File: config.mk
export PLATFORM = sky130hd
export DESIGN_NAME = fir_mac_scheduler
export DESIGN_NICKNAME = d
export VERILOG_FILES = /design/src/rtl/fir_sched_pkg.sv /design/src/rtl/fir_coeff_wr_mux.sv /design/src/rtl/fir_mac_scheduler.sv
export SDC_FILE = /design/constraint.sdc
export NUM_CORES = 1
export LEC_CHECK = 0
export ABC_AREA = 1
export CELL_PAD_IN_SITES_DETAIL_PLACEMENT = 0
export CELL_PAD_IN_SITES_GLOBAL_PLACEMENT = 1
export CORE_AREA = 2 2 76 78
export CTS_CLUSTER_SIZE = 30
export DETAILED_ROUTE_END_ITERATION = 12
export DIE_AREA = 0 0 78 80
export PLACE_DENSITY = 0.87
export SLEW_MARGIN = 5
export SYNTH_ARGS = -nofsm -noshare
export SYNTH_HDL_FRONTEND = slang
export SYNTH_HIERARCHICAL = 1
export SYNTH_SLANG_ARGS = --single-unit
File: constraint.sdc
create_clock -name iClk_12M -period 2.7 [get_ports iClk_12M]
set_input_delay 0.405 -clock iClk_12M [delete_from_list [all_inputs] [get_ports iClk_12M]]
set_output_delay 0.405 -clock iClk_12M [all_outputs]
set_load 0.02 [all_outputs]
File: src/rtl/fir_sched_pkg.sv
// Shared types and constants for the FIR MAC scheduler.
// State encoding, tap counts, coefficient address map and SRAM bundle.
package fir_sched_pkg;

  typedef enum logic [2:0] {
    S_IDLE,
    S_SHIFT,
    S_MAC,
    S_DONE,
    S_UPDATE
  } state_t;

  localparam int NUM_POS_DEF   = 7;
  localparam int NUM_NEG_DEF   = 5;
  localparam int NEG_ADDR_BASE = 7;
  localparam int ADDR_LIMIT    = 12;

  typedef struct packed {
    logic        csn;
    logic        wrn;
    logic [3:0]  addr;
    logic [15:0] data;
  } sram_ctl_t;

  localparam sram_ctl_t SRAM_IDLE = '{
    csn:  1'b1,
    wrn:  1'b1,
    addr: 4'd0,
    data: 16'd0
  };

endpackage

File: src/rtl/fir_coeff_wr_mux.sv
// Host-to-SRAM coefficient write decode used while the update window is open.
// Ports: en (window open), host csn/wrn/addr/data in; pos and neg SRAM bundles out.
import fir_sched_pkg::*;

module fir_coeff_wr_mux (
  input  logic        en,
  input  logic        csn,
  input  logic        wrn,
  input  logic [3:0]  addr,
  input  logic [15:0] wr_dt,
  output logic        pos_csn,
  output logic        pos_wrn,
  output logic [3:0]  pos_addr,
  output logic [15:0] pos_data,
  output logic        neg_csn,
  output logic        neg_wrn,
  output logic [3:0]  neg_addr,
  output logic [15:0] neg_data
);

  localparam logic [3:0] NEG_BASE = 4'(NEG_ADDR_BASE);
  localparam logic [3:0] LIMIT    = 4'(ADDR_LIMIT);

  logic      pos_hit;
  logic      neg_hit;
  sram_ctl_t pos_c;
  sram_ctl_t neg_c;

  assign pos_hit = en && (addr < NEG_BASE);
  assign neg_hit = en && (addr >= NEG_BASE)
                      && (addr < LIMIT);

  always_comb begin
    pos_c = SRAM_IDLE;
    neg_c = SRAM_IDLE;
    unique case (1'b1)
      pos_hit: begin
        pos_c.csn  = csn;
        pos_c.wrn  = wrn;
        pos_c.addr = addr;
        pos_c.data = wr_dt;
      end
      neg_hit: begin
        neg_c.csn  = csn;
        neg_c.wrn  = wrn;
        neg_c.addr = addr - NEG_BASE;
        neg_c.data = wr_dt;
      end
      default: ;
    endcase
  end

  assign pos_csn  = pos_c.csn;
  assign pos_wrn  = pos_c.wrn;
  assign pos_addr = pos_c.addr;
  assign pos_data = pos_c.data;
  assign neg_csn  = neg_c.csn;
  assign neg_wrn  = neg_c.wrn;
  assign neg_addr = neg_c.addr;
  assign neg_data = neg_c.data;

endmodule

File: src/rtl/fir_mac_scheduler.sv
// Per-sample FIR schedule: shift, tap-by-tap MAC over pos/neg SRAMs, sum.
// Also opens a host coefficient-write window between samples.
// Ports: iClk_12M/iRst, sample strobe, coeff update req/ack, host RAM bus,
// pos/neg SRAM control, datapath strobes, MAC enables/selects, oOverrun.
import fir_sched_pkg::*;

module fir_mac_scheduler #(
  parameter int NUM_POS = NUM_POS_DEF,
  parameter int NUM_NEG = NUM_NEG_DEF
) (
  input  logic               iClk_12M,
  input  logic               iRst,
  input  logic               iEnSample_600k,
  input  logic               iCoeffUpdReq,
  input  logic               iCsnRam,
  input  logic               iWrnRam,
  input  logic [3:0]         iAddrRam,
  input  logic signed [15:0] iWrDtRam,
  output logic               oCoeffUpdAck,
  output logic               oCsnRamPos,
  output logic               oWrnRamPos,
  output logic [3:0]         oAddrRamPos,
  output logic [15:0]        oWrDtRamPos,
  output logic               oCsnRamNeg,
  output logic               oWrnRamNeg,
  output logic [3:0]         oAddrRamNeg,
  output logic [15:0]        oWrDtRamNeg,
  output logic               oEnDelay,
  output logic               oAccClr,
  output logic               oEnSum,
  output logic               oEnMacPos,
  output logic               oEnMacNeg,
  output logic [2:0]         oMulSelPos,
  output logic [2:0]         oMulSelNeg,
  output logic               oOverrun
);

  localparam logic [2:0] K_POS = 3'(NUM_POS);
  localparam logic [2:0] K_NEG = 3'(NUM_NEG);

  state_t     state_q;
  state_t     state_d;
  logic [2:0] k_q;
  logic [2:0] k_d;
  logic       upd_win;

  logic        wm_pos_csn;
  logic        wm_pos_wrn;
  logic [3:0]  wm_pos_addr;
  logic [15:0] wm_pos_data;
  logic        wm_neg_csn;
  logic        wm_neg_wrn;
  logic [3:0]  wm_neg_addr;
  logic [15:0] wm_neg_data;

  // Window closes combinationally as soon as the host drops its request.
  assign upd_win = (state_q == S_UPDATE) && iCoeffUpdReq;

  fir_coeff_wr_mux u_wr_mux (
    .en       (upd_win),
    .csn      (iCsnRam),
    .wrn      (iWrnRam),
    .addr     (iAddrRam),
    .wr_dt    (iWrDtRam),
    .pos_csn  (wm_pos_csn),
    .pos_wrn  (wm_pos_wrn),
    .pos_addr (wm_pos_addr),
    .pos_data (wm_pos_data),
    .neg_csn  (wm_neg_csn),
    .neg_wrn  (wm_neg_wrn),
    .neg_addr (wm_neg_addr),
    .neg_data (wm_neg_data)
  );

  always_ff @(posedge iClk_12M) begin
    if (iRst) begin
      state_q <= S_IDLE;
      k_q     <= 3'd0;
    end else begin
      state_q <= state_d;
      k_q     <= k_d;
    end
  end

  always_comb begin
    state_d = state_q;
    k_d     = k_q;
    unique case (state_q)
      S_IDLE: begin
        if (iEnSample_600k) begin
          state_d = S_SHIFT;
        end else if (iCoeffUpdReq) begin
          state_d = S_UPDATE;
        end
      end
      S_SHIFT: begin
        k_d     = 3'd0;
        state_d = S_MAC;
      end
      S_MAC: begin
        // Extra cycle at k == NUM_POS drains the read latency.
        if (k_q < K_POS) begin
          k_d = k_q + 3'd1;
        end else begin
          state_d = S_DONE;
        end
      end
      S_DONE: begin
        // A request held during the sample opens the window right away.
        state_d = iCoeffUpdReq ? S_UPDATE : S_IDLE;
      end
      S_UPDATE: begin
        if (!iCoeffUpdReq) begin
          state_d = S_IDLE;
        end
      end
      default: state_d = S_IDLE;
    endcase
  end

  always_comb begin
    oCoeffUpdAck = 1'b0;
    oCsnRamPos   = 1'b1;
    oWrnRamPos   = 1'b1;
    oAddrRamPos  = 4'd0;
    oWrDtRamPos  = 16'd0;
    oCsnRamNeg   = 1'b1;
    oWrnRamNeg   = 1'b1;
    oAddrRamNeg  = 4'd0;
    oWrDtRamNeg  = 16'd0;
    oEnDelay     = 1'b0;
    oAccClr      = 1'b0;
    oEnSum       = 1'b0;
    oEnMacPos    = 1'b0;
    oEnMacNeg    = 1'b0;
    oMulSelPos   = 3'd0;
    oMulSelNeg   = 3'd0;
    oOverrun     = 1'b0;
    unique case (state_q)
      S_SHIFT: begin
        oEnDelay = 1'b1;
        oAccClr  = 1'b1;
        oOverrun = iEnSample_600k;
      end
      S_MAC: begin
        oOverrun = iEnSample_600k;
        if (k_q < K_POS) begin
          oCsnRamPos  = 1'b0;
          oAddrRamPos = {1'b0, k_q};
        end
        if (k_q < K_NEG) begin
          oCsnRamNeg  = 1'b0;
          oAddrRamNeg = {1'b0, k_q};
        end
        // Data for tap k-1 arrives one cycle after its read.
        if (k_q != 3'd0) begin
          oEnMacPos  = 1'b1;
          oMulSelPos = k_q - 3'd1;
        end
        if ((k_q != 3'd0) && (k_q <= K_NEG)) begin
          oEnMacNeg  = 1'b1;
          oMulSelNeg = k_q - 3'd1;
        end
      end
      S_DONE: begin
        oEnSum   = 1'b1;
        oOverrun = iEnSample_600k;
      end
      S_UPDATE: begin
        oCoeffUpdAck = upd_win;
        oCsnRamPos   = wm_pos_csn;
        oWrnRamPos   = wm_pos_wrn;
        oAddrRamPos  = wm_pos_addr;
        oWrDtRamPos  = wm_pos_data;
        oCsnRamNeg   = wm_neg_csn;
        oWrnRamNeg   = wm_neg_wrn;
        oAddrRamNeg  = wm_neg_addr;
        oWrDtRamNeg  = wm_neg_data;
        // Keep the delay line in step; the sum output is held.
        oEnDelay     = iEnSample_600k;
        oOverrun     = iEnSample_600k;
      end
      default: ;
    endcase
  end

endmodule

-- After elaboration in Yosys (flattened, before gate mapping)
Cells that the tools add are included.
- bits in registers: 6
- bits in latches: 0
- bits in writable memories: 0
- ROM bits: 0
- input bits: 26
- output and inout bits: 57
- logic and storage cells: 65
- memories: 0
- add/subtract/negate cells: 3
- multipliers: 0
- div/mod/pow operators: 0
- order comparisons: 6
- eq/ne operators: 8
- shift-type cells: 0
- mux-type cells: 35
- bitwise gates (word level): 0
- reductions and logical operators: 11
- operators by type and width (kind ; count):
    $mux 22 ; 2
    $mux 3 ; 12
    $mux 16 ; 2
    $pmux 4 s2 ; 2
    $pmux 3 s5 ; 1
    $mux 1 ; 12
    $eq 3x2->1 const B ; 2
    $lt 3x3->1 const B ; 2
    $ne 2x2->1 const B ; 3
    $pmux 1 s2 ; 3
    $pmux 3 s2 ; 1
    $logic_and 1x1->1 ; 5
    $ge 4x3->1 const B ; 1
    $lt 4x3->1 const B ; 1
    $lt 4x4->1 const B ; 1
    $reduce_or 4->1 ; 1
    $sub 4x3->4 const B ; 1
    $add 3x1->3 const B ; 1
    $eq 3x1->1 const B ; 1
    $eq 3x3->1 const B ; 1
    $le 3x3->1 const B ; 1
    $logic_not 3->1 ; 1
    $ne 3x3->1 const B ; 1
    $reduce_and 3->1 ; 1
    4 further kinds ; 4

-- Longest topological paths before layout
- word-level depth: 6
- mapped depth: 10
- mapped depth without buffers: 9

-- Cells and area by module
The synthesis kept the hierarchy.
- modules (own cells, without submodules) (module ; instances ; cells each ; area an instance (um^2)):
    fir_mac_scheduler ; 1 ; 173 ; 897.1
    fir_coeff_wr_mux ; 1 ; 83 ; 381.6

-- Worst setup path after synthesis
No wires, ideal clock.
- path type: reg-to-output
- start: reg state_q[1]
- end: out oWrDtRamNeg[10]
- data arrival time: 1822 ps
- slack: 473 ps
- cell stages (with the launch flop): 11
- cell sequence: dfxtp_1 -> nor2_1 -> nand3_1 -> inv_1 -> inv_1 -> a21oi_2 -> nand2_4 -> buf_6 -> nor2_1 -> inv_1 -> nor2_1
- word-level cells in the longest chain between the ends: 6
- RTL lines (what ; RTL line ; RTL):
    start, declared ; fir_mac_scheduler.sv:41 ; state_t state_q;
    start signal, assigned ; fir_mac_scheduler.sv:80 ; state_q <= state_d;
    $eq 3x3->1 ; fir_mac_scheduler.sv:57 ; assign upd_win = (state_q == S_UPDATE) && iCoeffUpdReq;
    $logic_and 1x1->1 ; fir_mac_scheduler.sv:57 ;
    $logic_and 1x1->1 ; fir_coeff_wr_mux.sv:30 ; assign neg_hit = en && (addr >= NEG_BASE)
    $logic_and 1x1->1 ; fir_coeff_wr_mux.sv:31 ; && (addr < LIMIT);
    $mux 22 ; fir_coeff_wr_mux.sv:36 ; unique case (1'b1)
    via wm_neg_data[10] ; fir_mac_scheduler.sv:54 ; logic [15:0] wm_neg_data;
    $mux 16 ; fir_mac_scheduler.sv:139 ; unique case (state_q)
    end, declared ; fir_mac_scheduler.sv:27 ; output logic [15:0] oWrDtRamNeg,
The timed path passes the listed nets, and every way through them passes these cells.

-- Worst setup path in the final report
- start: in iCoeffUpdReq
- end: out oWrDtRamNeg[1]
- word-level cells in the longest chain between the ends: 5
- RTL lines (what ; RTL line ; RTL):
    start, declared ; fir_mac_scheduler.sv:14 ; input logic iCoeffUpdReq,
    $logic_and 1x1->1 ; fir_mac_scheduler.sv:57 ;
    $logic_and 1x1->1 ; fir_coeff_wr_mux.sv:30 ;
    $logic_and 1x1->1 ; fir_coeff_wr_mux.sv:31 ;
    $mux 22 ; fir_coeff_wr_mux.sv:36 ;
    via wm_neg_data[1] ; fir_mac_scheduler.sv:54 ;
    $mux 16 ; fir_mac_scheduler.sv:139 ;
The timed path passes the listed nets, and every way through them passes these cells.

==> results.yml <==
die:
  start_util: 0.237
  die_y_um: 80
  dieArea_mm2: 0.00624
  core.rowCount: 27
  die_w_um: 78
  core_area_mm2: 0.00541
  io_pins: 83
pwr:
  p_per_area_mw_per_mm2: 314
  p_switching_uw: 322
  ir_worst_vdd_mv: 0.328
  power.total_uw: 700
  p_leak_uw: 0.00124
  combPwrFrac: 0.633
  p_clk_frac: 0.202
  p_int_uw: 378
  p_seq_frac: 0.164
  p_sw_frac: 0.460
synthesis:
  synth_area_leaders: "nor2_1 25%, inv_1 22%, dfxtp_1 9.4%, nand2_1 8.5%, ha_1 5.9%"
  synth_cells: 256
  postSynth.asyncResetShare: 0
  seq_area_frac_synth: 0.0939
  ys.flop_type: "dfxtp_1"
  ys_types: 26
  synth_nets: 288
  yosysWarnings: 6
  synth_top_area_share: 0.247
  synth_edf_count: 0
  avgSynthCellArea_um2: 5.00
  yosys.area.top_type: "nor2_1"
  synth_area_mm2: 0.00128
  ys_ff_latch: 6
outcome:
  outcome: "finished, final reports clean"
sta:
  setup_violations: 0
  finClkSkew_ns: 0.00295
  hold_viol_final: 0
  grt_setup_unrepaired: "false"
  fmaxAchievable_ghz: 0.389
  fin_crit_sh: 0.952
  hold_ws_ns: 0.516
  layout_min_cycle_time_ns: 2.57
  final_max_slew_viol_count: 0
drt:
  drc: 0
  dr.pass1.iters: 4
  drtAntennaViolNets: 0
  viasPerCell: 4.08
  wl_mm: 4.08
  drt_iter0_drc: 58
  num_vias: 1715
  wl_per_cell_um: 9.72
clock_tree:
  clkSlewWorstSetupHoldPaths_ns: 0.04
  insertion_delay_ns: 0.23
  numCtsBuffers: 3
  cts.path.max_buffers: 2
  clockRootBuffer: "clkbuf_8"
  cts.htree.levels: 1
  cts_tree: "done"
  ctsHoldBuffers: 0
  cts_num_sinks: 6
worst_setup_path:
  crit_fanout: 19
  crit_path_top_delay_cell: "clkdlybuf4s50_1"
  reg2reg_slack_ns: 1.39
  crit_family: "buffers and inverters"
  crit_top_cell: "inv_1"
  cp_slowest_stage_delay_ns: 0.49
  cp.required_ns: 2.30
  arrival_ns: 2.17
  critPathLaunchType: "input port"
  crit_type: "in2out"
  crit_path_end_kind: "output port"
  path_buf_inv: 5
  crit_path_cell_trace: "clkdlybuf4s50_1, nand3_1, inv_1, inv_1, a21oi_2, nand2_4, nor2_1, inv_1, nor2_1, dlygate4sd2_1"
min_path:
  holdCritPathClass: "reg2reg"
placement:
  portBuffers: 81
  dp_hpwl_mm: 3.24
  place.gp.congestion: 0.908
grt:
  grtUsageTotal: 0.135
  grt_start_max_net_pins: 32
  grt_pass1_vias: 1684
  grt_first_pass_wirelength_mm: 7.09
  antenna_found_initial: 0
  grt_overflow: 0
layout:
  syn_to_final_growth_pct: 74.7
  final_cell_mix: "84 x nor2_1, 75 x inv_1, 38 x dlygate4sd2_1"
  layout.nets: 382
  final_common_cell: "nor2_1"
  antennaDiodeCount: 0
  drive_above_1_share: 0.0891
job:
  drv_cap: 0
[power by group through the flow]
stage / sequential, uW / clock (uW) / combinational, uW
4_1_cts: 115 / 143 / 452
3_5_place_dp: 116 / 0 / 452
5_1_grt: 118 / 148 / 495
2_1_floorplan: 118 / 0 / 281
6_report: 115 / 142 / 443
3_3_place_gp: 116 / 0 / 451
[per-layer routing]
metal / global-route usage / share of wire / routed length, um / vias up
met4: 0.0596 / 0.015 / 63 / 0
met3: 0.0260 / 0.073 / 299 / 7
met1: 0.158 / 0.44 / 1790 / 724
met5: 0 / 0 / 0 / -
met2: 0.240 / 0.47 / 1930 / 62
li1: - / - / - / 922
[worst register-to-register path, delay by kind of cell, from the launching register on]
| family | cells | cell delay, ns |
|---|---|---|
| simple gates | 4 | 0.54 |
| compound gates | 1 | 0.05 |
| buf+inv | 2 | 0.29 |
| flops | 1 | 0.30 |
[cells in the mapped netlist, drive strengths merged (2+ instances only)]
cell type  instances
nand3             15
or2                2
nor3               2
o21ai              6
nand2             32
o211ai             3
nand4              3
o31ai              3
nor2              87
dfxtp              6
ha                 6
inv               77
a21oi              4
buf                7
[flip-flops by register name, indices dropped and copies added, names as in the netlist]
name     count
k_q          3
state_q      3
[area by class of cell]
cell class	instances	area [um^2]
inverters	77	292
clock buffers	3	41.3
repair buffers	96	893
flip-flops and latches	6	121
multi-input cells	166	796
fillers	614	3170
well taps	72	90.1
[per-stage QoR]
stage / util / cell area (um^2) / setup TNS (ns) / instances / worst slack [ns]
2_1_floorplan: - / 1280 / 0 / 256 / 0.473
3_3_place_gp: 0.411 / 2220 / -2.65 / 417 / -0.190
6_report: 0.413 / 2230 / 0 / 420 / 0.129
3_5_place_dp: 0.411 / 2220 / -3.20 / 417 / -0.179
4_1_cts: 0.409 / 2210 / 0 / 420 / 0.0175
5_1_grt: 0.413 / 2230 / 0 / 420 / 0.0150
[timing repair]
action | CTS | global route
setup buffers | 0 | 0
pin swaps | 0 | 0
gates resized for setup | 39 | 9
endpoints found under the setup margin | 39 | 9
[cell families after synthesis]
logic type                 synth area share
adders and majority gates            0.0587
and+or+nand+nor                       0.472
other                               0.00293
AOI/OAI and AO/OA                    0.0890
buffers and inverters                 0.284
DFF                                  0.0939
[path summary, 6_finish.rpt]
| path | from | endpoint | depth (start not counted) |
|---|---|---|---|
| setup reg to reg | state_q[0] | k_q[0] | 7 |
| hold reg to reg | k_q[0] | k_q[0] | 2 |
| setup / recovery | iCoeffUpdReq | oWrDtRamNeg[1] | 10 |
| hold / removal | k_q[0] | k_q[0] | 2 |
Note: power is estimated with default switching activity, not from simulation.
